File: src/rtl/gray_pkg.sv
`default_nettype none
// +----------------------------------------------------------------------------+
// | gray_pkg : state encoding and width defaults for the Gray-code FSMD pair.  |
// | Rev 1.0                                                                    |
// +----------------------------------------------------------------------------+
package gray_pkg;

  localparam int GRAY_W = 4;

  localparam logic [1:0] S_IDLE = 2'd0;
  localparam logic [1:0] S_CONV = 2'd1;
  localparam logic [1:0] S_DONE = 2'd2;

  typedef enum logic [1:0] {
    ST_IDLE = S_IDLE,
    ST_CONV = S_CONV,
    ST_DONE = S_DONE
  } state_e;

endpackage
`default_nettype wire

File: src/rtl/fsmd_gray_to_binary_if.sv
`default_nettype none
// +----------------------------------------------------------------------------+
// | fsmd_gray_to_binary_if : start/done handshake and data bus of the          |
// | Gray-to-binary converter. adj_err exists only with GRAY_ADJ_CHK_EN.        |
// | Rev 1.0                                                                    |
// +----------------------------------------------------------------------------+
interface fsmd_gray_to_binary_if #(
  parameter int WIDTH = gray_pkg::GRAY_W
);
  logic             start;
  logic [WIDTH-1:0] gray_in;
  logic [WIDTH-1:0] binary_out;
  logic             busy;
  logic             done;
`ifdef GRAY_ADJ_CHK_EN
  logic             adj_err;
`endif

  modport master (
    output start,
    output gray_in,
    input  binary_out,
    input  busy,
    input  done
`ifdef GRAY_ADJ_CHK_EN
    , input adj_err
`endif
  );

  modport slave (
    input  start,
    input  gray_in,
    output binary_out,
    output busy,
    output done
`ifdef GRAY_ADJ_CHK_EN
    , output adj_err
`endif
  );
endinterface
`default_nettype wire

File: src/rtl/gray_hamming_chk.sv
`default_nettype none
// +----------------------------------------------------------------------------+
// | gray_hamming_chk : flags when two words differ in more than one bit.       |
// | Rev 1.0                                                                    |
// +----------------------------------------------------------------------------+
module gray_hamming_chk #(
  parameter int WIDTH = 4
) (
  input  logic [WIDTH-1:0] a,
  input  logic [WIDTH-1:0] b,
  output logic             multi
);
  localparam int CNT_W = $clog2(WIDTH + 1);

  logic [WIDTH-1:0] diff;
  logic [CNT_W-1:0] cnt;

  always_comb begin
    diff = a ^ b;
    cnt  = '0;
    for (int i = 0; i < WIDTH; i++) begin
      cnt = cnt + CNT_W'(diff[i]);
    end
    multi = (cnt > CNT_W'(1));
  end
endmodule
`default_nettype wire

File: src/rtl/fsmd_gray_to_binary.sv
`default_nettype none
// +----------------------------------------------------------------------------+
// | fsmd_gray_to_binary : bit-serial Gray-to-binary FSMD, MSB first.           |
// | Optional macro GRAY_ADJ_CHK_EN adds the adj_err adjacency check.           |
// | Rev 1.0                                                                    |
// +----------------------------------------------------------------------------+
module fsmd_gray_to_binary
  import gray_pkg::*;
#(
  parameter int WIDTH = GRAY_W
) (
  input  logic                  clk,
  input  logic                  rst,
  fsmd_gray_to_binary_if.slave  bus
);
  localparam int IDX_W = $clog2(WIDTH);

  state_e           state_q, state_d;
  logic [WIDTH-1:0] g_q, g_d;
  logic [WIDTH-1:0] b_q, b_d;
  logic [WIDTH-1:0] bin_q, bin_d;
  logic [IDX_W-1:0] idx_q, idx_d;
  logic             complete;

  always_ff @(posedge clk) begin
    if (rst) begin
      state_q <= ST_IDLE;
      g_q     <= '0;
      b_q     <= '0;
      bin_q   <= '0;
      idx_q   <= '0;
    end else begin
      state_q <= state_d;
      g_q     <= g_d;
      b_q     <= b_d;
      bin_q   <= bin_d;
      idx_q   <= idx_d;
    end
  end

  always_comb begin
    state_d  = state_q;
    g_d      = g_q;
    b_d      = b_q;
    bin_d    = bin_q;
    idx_d    = idx_q;
    complete = 1'b0;
    case (state_q)
      ST_IDLE: begin
        if (bus.start) begin
          g_d            = bus.gray_in;
          b_d            = '0;
          b_d[WIDTH-1]   = bus.gray_in[WIDTH-1];
          idx_d          = IDX_W'(WIDTH - 2);
          state_d        = ST_CONV;
        end
      end
      ST_CONV: begin
        // idx+1 never exceeds WIDTH-1, so it fits in IDX_W bits
        b_d[idx_q] = b_q[idx_q + 1'b1] ^ g_q[idx_q];
        if (idx_q == '0) begin
          bin_d    = b_d;
          complete = 1'b1;
          state_d  = ST_DONE;
        end else begin
          idx_d = idx_q - 1'b1;
        end
      end
      ST_DONE: begin
        state_d = ST_IDLE;
      end
      default: begin
        state_d = ST_IDLE;
      end
    endcase
  end

  assign bus.binary_out = bin_q;
  assign bus.done       = (state_q == ST_DONE);
  assign bus.busy       = (state_q != ST_IDLE);

`ifdef GRAY_ADJ_CHK_EN
  logic [WIDTH-1:0] prev_gray_q, prev_gray_d;
  logic             prev_valid_q, prev_valid_d;
  logic             adj_err_q, adj_err_d;
  logic             multi_bit;

  gray_hamming_chk #(
    .WIDTH (WIDTH)
  ) u_hamming (
    .a     (g_q),
    .b     (prev_gray_q),
    .multi (multi_bit)
  );

  always_ff @(posedge clk) begin
    if (rst) begin
      prev_gray_q  <= '0;
      prev_valid_q <= 1'b0;
      adj_err_q    <= 1'b0;
    end else begin
      prev_gray_q  <= prev_gray_d;
      prev_valid_q <= prev_valid_d;
      adj_err_q    <= adj_err_d;
    end
  end

  always_comb begin
    prev_gray_d  = prev_gray_q;
    prev_valid_d = prev_valid_q;
    adj_err_d    = adj_err_q;
    if (complete) begin
      adj_err_d    = prev_valid_q && multi_bit;
      prev_gray_d  = g_q;
      prev_valid_d = 1'b1;
    end
  end

  assign bus.adj_err = adj_err_q;
`endif
endmodule
`default_nettype wire

File: src/flat_wrapper.sv
// flat-port wrapper written by rule: the top's interface ports become plain ports
module fsmd_gray_to_binary_flat import gray_pkg::*;
#(
  parameter int WIDTH = GRAY_W
)
  (clk, rst, bus_start, bus_gray_in, bus_binary_out, bus_busy, bus_done);
  fsmd_gray_to_binary_if #(.WIDTH(WIDTH)) bus_i ();
  input  logic clk;
  input  logic rst;
  input wire logic [$bits(bus_i.start)-1:0] bus_start;
  input wire logic [$bits(bus_i.gray_in)-1:0] bus_gray_in;
  output wire logic [$bits(bus_i.binary_out)-1:0] bus_binary_out;
  output wire logic [$bits(bus_i.busy)-1:0] bus_busy;
  output wire logic [$bits(bus_i.done)-1:0] bus_done;
  assign bus_i.start = bus_start;
  assign bus_i.gray_in = bus_gray_in;
  assign bus_binary_out = bus_i.binary_out;
  assign bus_busy = bus_i.busy;
  assign bus_done = bus_i.done;
  fsmd_gray_to_binary #(.WIDTH(WIDTH)) u_core (.clk(clk), .rst(rst), .bus(bus_i));
endmodule
File: config.mk
export PLATFORM = sky130hd
export DESIGN_NAME = fsmd_gray_to_binary_flat
export DESIGN_NICKNAME = d
export VERILOG_FILES = /design/src/rtl/gray_pkg.sv /design/src/rtl/fsmd_gray_to_binary_if.sv /design/src/rtl/gray_hamming_chk.sv /design/src/rtl/fsmd_gray_to_binary.sv /design/src/flat_wrapper.sv
export SDC_FILE = /design/constraint.sdc
export NUM_CORES = 1
export LEC_CHECK = 0
export BUFFER_PORTS_ARGS = -buffer_cell sky130_fd_sc_hd__buf_2
export CORE_ASPECT_RATIO = 1.4
export CORE_MARGIN = 5
export CORE_UTILIZATION = 45
export CTS_CLUSTER_SIZE = 8
export DETAILED_ROUTE_END_ITERATION = 7
export MAX_ROUTING_LAYER = met4
export PLACE_DENSITY = 0.76
export SYNTH_ARGS = -nofsm -noshare
export SYNTH_HDL_FRONTEND = slang
export SYNTH_SLANG_ARGS = --single-unit
File: constraint.sdc
create_clock -name clk -period 2.2 [get_ports clk]
set_input_delay 0.44 -clock clk [delete_from_list [all_inputs] [get_ports clk]]
set_output_delay 0.44 -clock clk [all_outputs]
set_load 0.1 [all_outputs]
==> results of run 1 <==
registers in the layout (all words and copies together), names as in the netlist:
| name | cells |
|---|---|
| u_core.bus.binary_out | 4 |
| u_core.state_q | 2 |
| u_core.idx_q | 2 |
| u_core.g_q | 4 |
| u_core.b_q | 4 |
synthesized netlist by cell type, drive strengths merged:
cell     count  area share (%)
a211oi       2             1.8
a21o         4             3.5
a21oi        9             5.3
and2         1            0.73
and2b        1             1.0
clkbuf       5             2.2
dfxtp       16              38
ha           4             5.9
inv          6             2.6
mux2i        4             4.7
mux4         2             5.7
nand2        4             1.8
nand2b       3             2.2
nand3b       2             1.8
nor2         9             4.0
nor2b        3             2.5
nor3         2             1.8
nor3b        7             6.2
o21ai        2             1.2
o2bb2ai      4             4.1
o32ai        1             1.0
or2          1            0.73
xnor2        1             1.9
report_power, final:
| group | leakage (nW) | internal [mW] | switching, mW |
|---|---|---|---|
| registers | 0.131 | 0.305 | 0.0167 |
| clock network | 0.0210 | 0.101 | 0.0991 |
| logic | 0.278 | 0.0578 | 0.101 |
| total | 0.429 | 0.464 | 0.216 |
kinds of logic (layout without fill, tap and decap cells):
family / count (synthesis) / in the layout / share of synthesized area (%)
xor gates and xnor gates: 1 / 1 / 1.91
buffers and inverters: 11 / 24 / 4.84
and+or+nand+nor: 33 / 33 / 22.6
muxes: 6 / 6 / 10.4
DFF: 16 / 16 / 37.5
adders and majority gates: 4 / 4 / 5.87
AOI/OAI and AO/OA: 22 / 22 / 16.9
worst paths after layout:
check | startpoint | end | slack, ps | cells after the start
max | u_core.state_q[0] | bus_busy | 320 | 2
min | bus_gray_in[2] | u_core.g_q[2] | 380 | 3
max reg2reg | u_core.idx_q[0] | u_core.bus.binary_out[2] | 370 | 6
min reg2reg | u_core.b_q[0] | u_core.b_q[0] | 490 | 2
layer usage:
| metal | track usage [%] | wire (um) | vias up |
|---|---|---|---|
| met5 | - | 0 | - |
| met4 | 8.30 | 42 | 0 |
| met3 | 2.63 | 110 | 5 |
| met2 | 26.2 | 846 | 24 |
| met1 | 16.4 | 733 | 326 |
| li1 | - | - | 351 |
per-stage QoR:
step	util, %	total power [mW]	worst slack, ps
floorplan	-	0.453	270
global placement	52.7	0.483	440
detailed placement	52.7	0.486	361
CTS	54.7	0.687	327
global route	54.7	0.716	210
finish	54.7	0.680	318
cell usage in the layout, fill, tap and decap left out, types with 2 or more instances in the layout:
cell type  count
mux2i_1        4
nor3b_1        7
a211oi_1       2
o2bb2ai_1      4
nor2b_2        2
o21ai_0        2
nand3b_1       2
nand2_1        4
dfxtp_1       16
buf_4          2
buf_2         12
nand2b_1       3
ha_1           4
inv_1          6
nor2_1         9
a21oi_1        9
a21o_1         4
clkbuf_4       3
critical path: stages (launching register included):
cell,delay [ps]
dfxtp_1,540
or2_2,190
buf_2,420
layout make-up:
cell class | count | area, sq um
Clock buffer | 4 | 36.3
Fill cell | 174 | 806
Inverter | 6 | 22.5
Multi-Input combinational cell | 66 | 494
Sequential cell | 16 | 320
Tap cell | 20 | 25.0
Timing Repair Buffer | 14 | 75.1
==> flow_summary.ini, run 1 <==
[status]
status = finished, final reports clean

[final_layout]
final_area_sq_um = 973
layout-drive-gt1-share_pct = 23.6
instances_no_fill = 126
nets = 118
area_growth_pct = 14.1
antennaDiodeCount = 0

[pwr]
ir_drop_v = 0.000337
leakage_nw = 0.429
power_density_mw_per_mm2 = 699

[clock_network]
clk_latency_ps = 290
clkTransAtPathRegs_ps = 90
post-cts-setup-buffers = 0
postCtsHoldBufs = 0
cts_resized = 0
htreeDepth = 1
cts_buffers = 3
cts_root_buf = clkbuf_4
clock_sinks = 16
cts_tree = done
cts_max_path_buffers = 2

[place]
port-buffer-count = 12
dp.cells = 122
dpl-instance-area_sq_um = 937
dp_hpwl_mm = 1.27
gp_congestion = 0.852

[synthesis]
synth.ff_latch_count = 16
synthCells = 93
yosys_warnings = 0
synth_nets = 104
ys_types = 26
ys_seq_area_share_pct = 37.5
syn_avg_cell_area_sq_um = 9.18
syn_area_sq_um = 853

[sta]
final.period_utilization_pct = 85.6
slew_headroom_pct = 67.9
min_period_ps = 1880
grt_setup_unrepaired = false
finalSetupTns_ps = 0
tightest_slew_ps = 485
slew_violations = 0
finClkSkew_ps = 3.19
hold_viol = 0
fmax_ghz = 0.531
setup_viol = 0
holdWs_ps = 375

[floorplan]
design.core.area_sq_mm = 0.00178
row_count = 18
die-area_sq_mm = 0.00288
chipHeight_um = 61.5
die_w_um = 46.8
start_util_pct = 48.0
ios = 13

[setup_path]
crit_fanout = 10
crit_required_ps = 1760
crit_path_start_kind = register
worstPathArrival_ps = 1440
endpoint_kind = output pin
crit_type = reg2out

[global_route]
grt_use_total_pct = 15.4
antenna_found_initial = 0
gr-total-overflow = 0
grt_pass1_wl_mm = 3.08
grt_pass1_vias = 722
grt_max_degree = 17

[drt]
wl_mm = 1.73
vias = 706
wl_per_cell_um = 13.7
viasPerCell = 5.60
drtPass1Iterations = 4
drc = 0
drtAntennaViolNets = 0
drtIter0Drc = 18

[run]
cap_violations = 0

[worst_hold_path]
holdCritPathClass = in2reg
No activity file was read; power rests on OpenSTA's default activity.
==> run 2, diff against run 1 <==
Settings changed: ABC_AREA from default to 1, CTS_CLUSTER_SIZE 8 to 20.
==> run 2 against run 1 <==
Net effect: via count grew 13%; synthesized area fell by 0.88%; non-clock buffer count fell by 2; sequential power barely moved; register-to-register slack improved by 120 ps; critical path depth rose by 7; final area shrank 1.0%; sequential share of layout area grew 0.34 points; combinational power grew 13%; critical endpoint is now u_core.b_q[3]; highest routed layer unchanged.
==> flow_summary.ini, run 2 <==
[synthesis]
syn_avg_cell_area_sq_um = 7.17
synth_top_area_share_pct = 37.9
synth_most_common_cell = nand2_1
syn_area_sq_um = 846
synthCells = 118
ys_seq_area_share_pct = 37.9
synth.ff_latch_count = 16
ys.flop_type = dfxtp_1
yosys_warnings = 0
synth_edf_count = 0
synth_area_leaders = dfxtp_1 38%, nand2_1 13%, nand3_1 7.7%
async_flop_share_pct = 0
yosysTopAreaCell = dfxtp_1
ys_types = 17
netlist_top_cells_count = 29 x nand2_1, 16 x dfxtp_1, 15 x nor2_1
synth_nets = 129

[final_layout]
nFillCells = 165
antennaDiodeCount = 0
layout_common_cells = 29 x nand2_1, 16 x dfxtp_1, 15 x nor2_1, 13 x nand3_1, 12 x buf_2
instances_no_fill = 153
area_growth_pct = 13.9
nets = 145
layout-drive-gt1-share_pct = 27.8
final_common_cell = nand2_1
final_area_sq_um = 963

[drt]
drtPass1Iterations = 4
wl_mm = 1.74
wl_per_cell_um = 11.3
wl_met3_um = 57
drtAntennaViolNets = 0
vias = 797
drtIter0Drc = 15
viasPerCell = 5.21
drc = 0
route.met2.wl_um = 915
routed.top_layer = met4
m1WireLength_um = 727

[clock_network]
cts_resized = 0
post-cts-setup-buffers = 0
cts_buffers = 3
postCtsHoldBufs = 0
cts_root_buf = clkbuf_4
cts_max_path_buffers = 2
htreeDepth = 1
clk_latency_ps = 290
cts_tree = done
clkTransAtPathRegs_ps = 90
clock_sinks = 16

[pwr]
internal_power_uw = 459
switching_share_pct = 33.7
power_frac_seq_pct = 46.5
combPwrFrac_pct = 25.8
leakage_nw = 0.499
ir_drop_v = 0.000461
clkPwrFrac_pct = 27.7
switchingPower_uw = 233
power_density_mw_per_mm2 = 719

[sta]
slew_headroom_pct = 67.5
grt_setup_unrepaired = false
tightest_slew_ps = 491
finClkSkew_ps = 6.12
final.period_utilization_pct = 77.7
slew_violations = 0
finalSetupTns_ps = 0
holdWs_ps = 407
min_period_ps = 1710
setup_viol = 0
hold_viol = 0
fmax_ghz = 0.585
setup_ws_ps = 490

[setup_path]
r2r-start = u_core.idx_q[0]
reg2reg_depth = 9
endpoint_kind = register
crit_type = reg2reg
crit_fanout = 9
crit_path_start_kind = register
rrSetupSlack_ps = 490
worstPathArrival_ps = 1940
crit_required_ps = 2430
r2r-end = u_core.b_q[3]

[floorplan]
design.core.area_sq_mm = 0.00178
start_util_pct = 47.5
ios = 13
chipHeight_um = 61.3
row_count = 18
die-area_sq_mm = 0.00286
die_w_um = 46.6

[global_route]
grt_pass1_vias = 773
grt_pass1_wl_mm = 3.12
antenna_found_initial = 0
grt_use_total_pct = 15.4
gr-total-overflow = 0
grt_max_degree = 10

[worst_hold_path]
hold_depth = 3
worstHoldEndpoint = u_core.g_q[2]
holdCritPathClass = in2reg
hp-start = bus_gray_in[2]

[place]
dp_slack_ps = 515
dp_hpwl_mm = 1.45
dp.cells = 149
gp_congestion = 0.821
port-buffer-count = 12
dpl-instance-area_sq_um = 927

[run]
cap_violations = 0

[status]
status = finished, final reports clean
==> run 2: stage by stage <==
step           util [%]  power (mW)
6_report           54.1       0.692
5_1_grt            54.1       0.730
4_1_cts            54.1       0.694
3_5_place_dp       52.1       0.507
3_3_place_gp       52.1       0.503
2_1_floorplan         -       0.471
==> run 2: worst max path at each step <==
stage                       from  depth (start not counted)             to
2_1_floorplan  u_core.state_q[1]                          2       bus_done
3_3_place_gp     u_core.idx_q[0]                          9  u_core.b_q[3]
3_5_place_dp     u_core.idx_q[0]                          9  u_core.b_q[3]
4_1_cts          u_core.idx_q[0]                          9  u_core.b_q[3]
5_1_grt          u_core.idx_q[0]                          9  u_core.b_q[2]
6_report         u_core.idx_q[0]                          9  u_core.b_q[3]
==> run 2: metal layers <==
| metal | GRT usage [%] | up-vias |
|---|---|---|
| met5 | - | - |
| met1 | 16.9 | 368 |
| li1 | - | 409 |
| met3 | 2.63 | 5 |
| met4 | 5.93 | 0 |
| met2 | 27.2 | 15 |
==> run 2: worst max-delay path: stages (launching register included) <==
cell	delay, ps
dfxtp_1	500
inv_2	160
ha_1	380
inv_1	90
nand3_1	70
nand2_1	80
nand2_2	90
nand3_2	80
nand3_1	80
a21oi_2	110
==> run 2: power by group through the flow <==
stage	clock [mW]	combinational, mW	sequential (mW)
after floorplan	0	0.129	0.342
after global placement	0	0.174	0.329
after detailed placement	0	0.178	0.329
after CTS	0.193	0.180	0.322
after global routing	0.207	0.197	0.325
final	0.192	0.179	0.322
==> run 2: layout make-up <==
cell class                      count  area, sq um  area share [%]
Sequential cell                    16          320            33.2
Tap cell                           20         25.0            2.60
Multi-Input combinational cell     87          469            48.7
Timing Repair Buffer               12         60.1            6.23
Clock buffer                        4         36.3            3.77
Inverter                           14         52.6            5.45
==> run 2: cell families (layout without fill, tap and decap cells) <==
logic type                 after synthesis  in the layout  share of synthesized area (%)
AOI/OAI and AO/OA                       10             10                           7.69
adders and majority gates                4              4                           5.92
buffers and inverters                   15             30                           6.66
DFF                                     16             16                           37.9
and+or+nand+nor                         73             73                           41.9
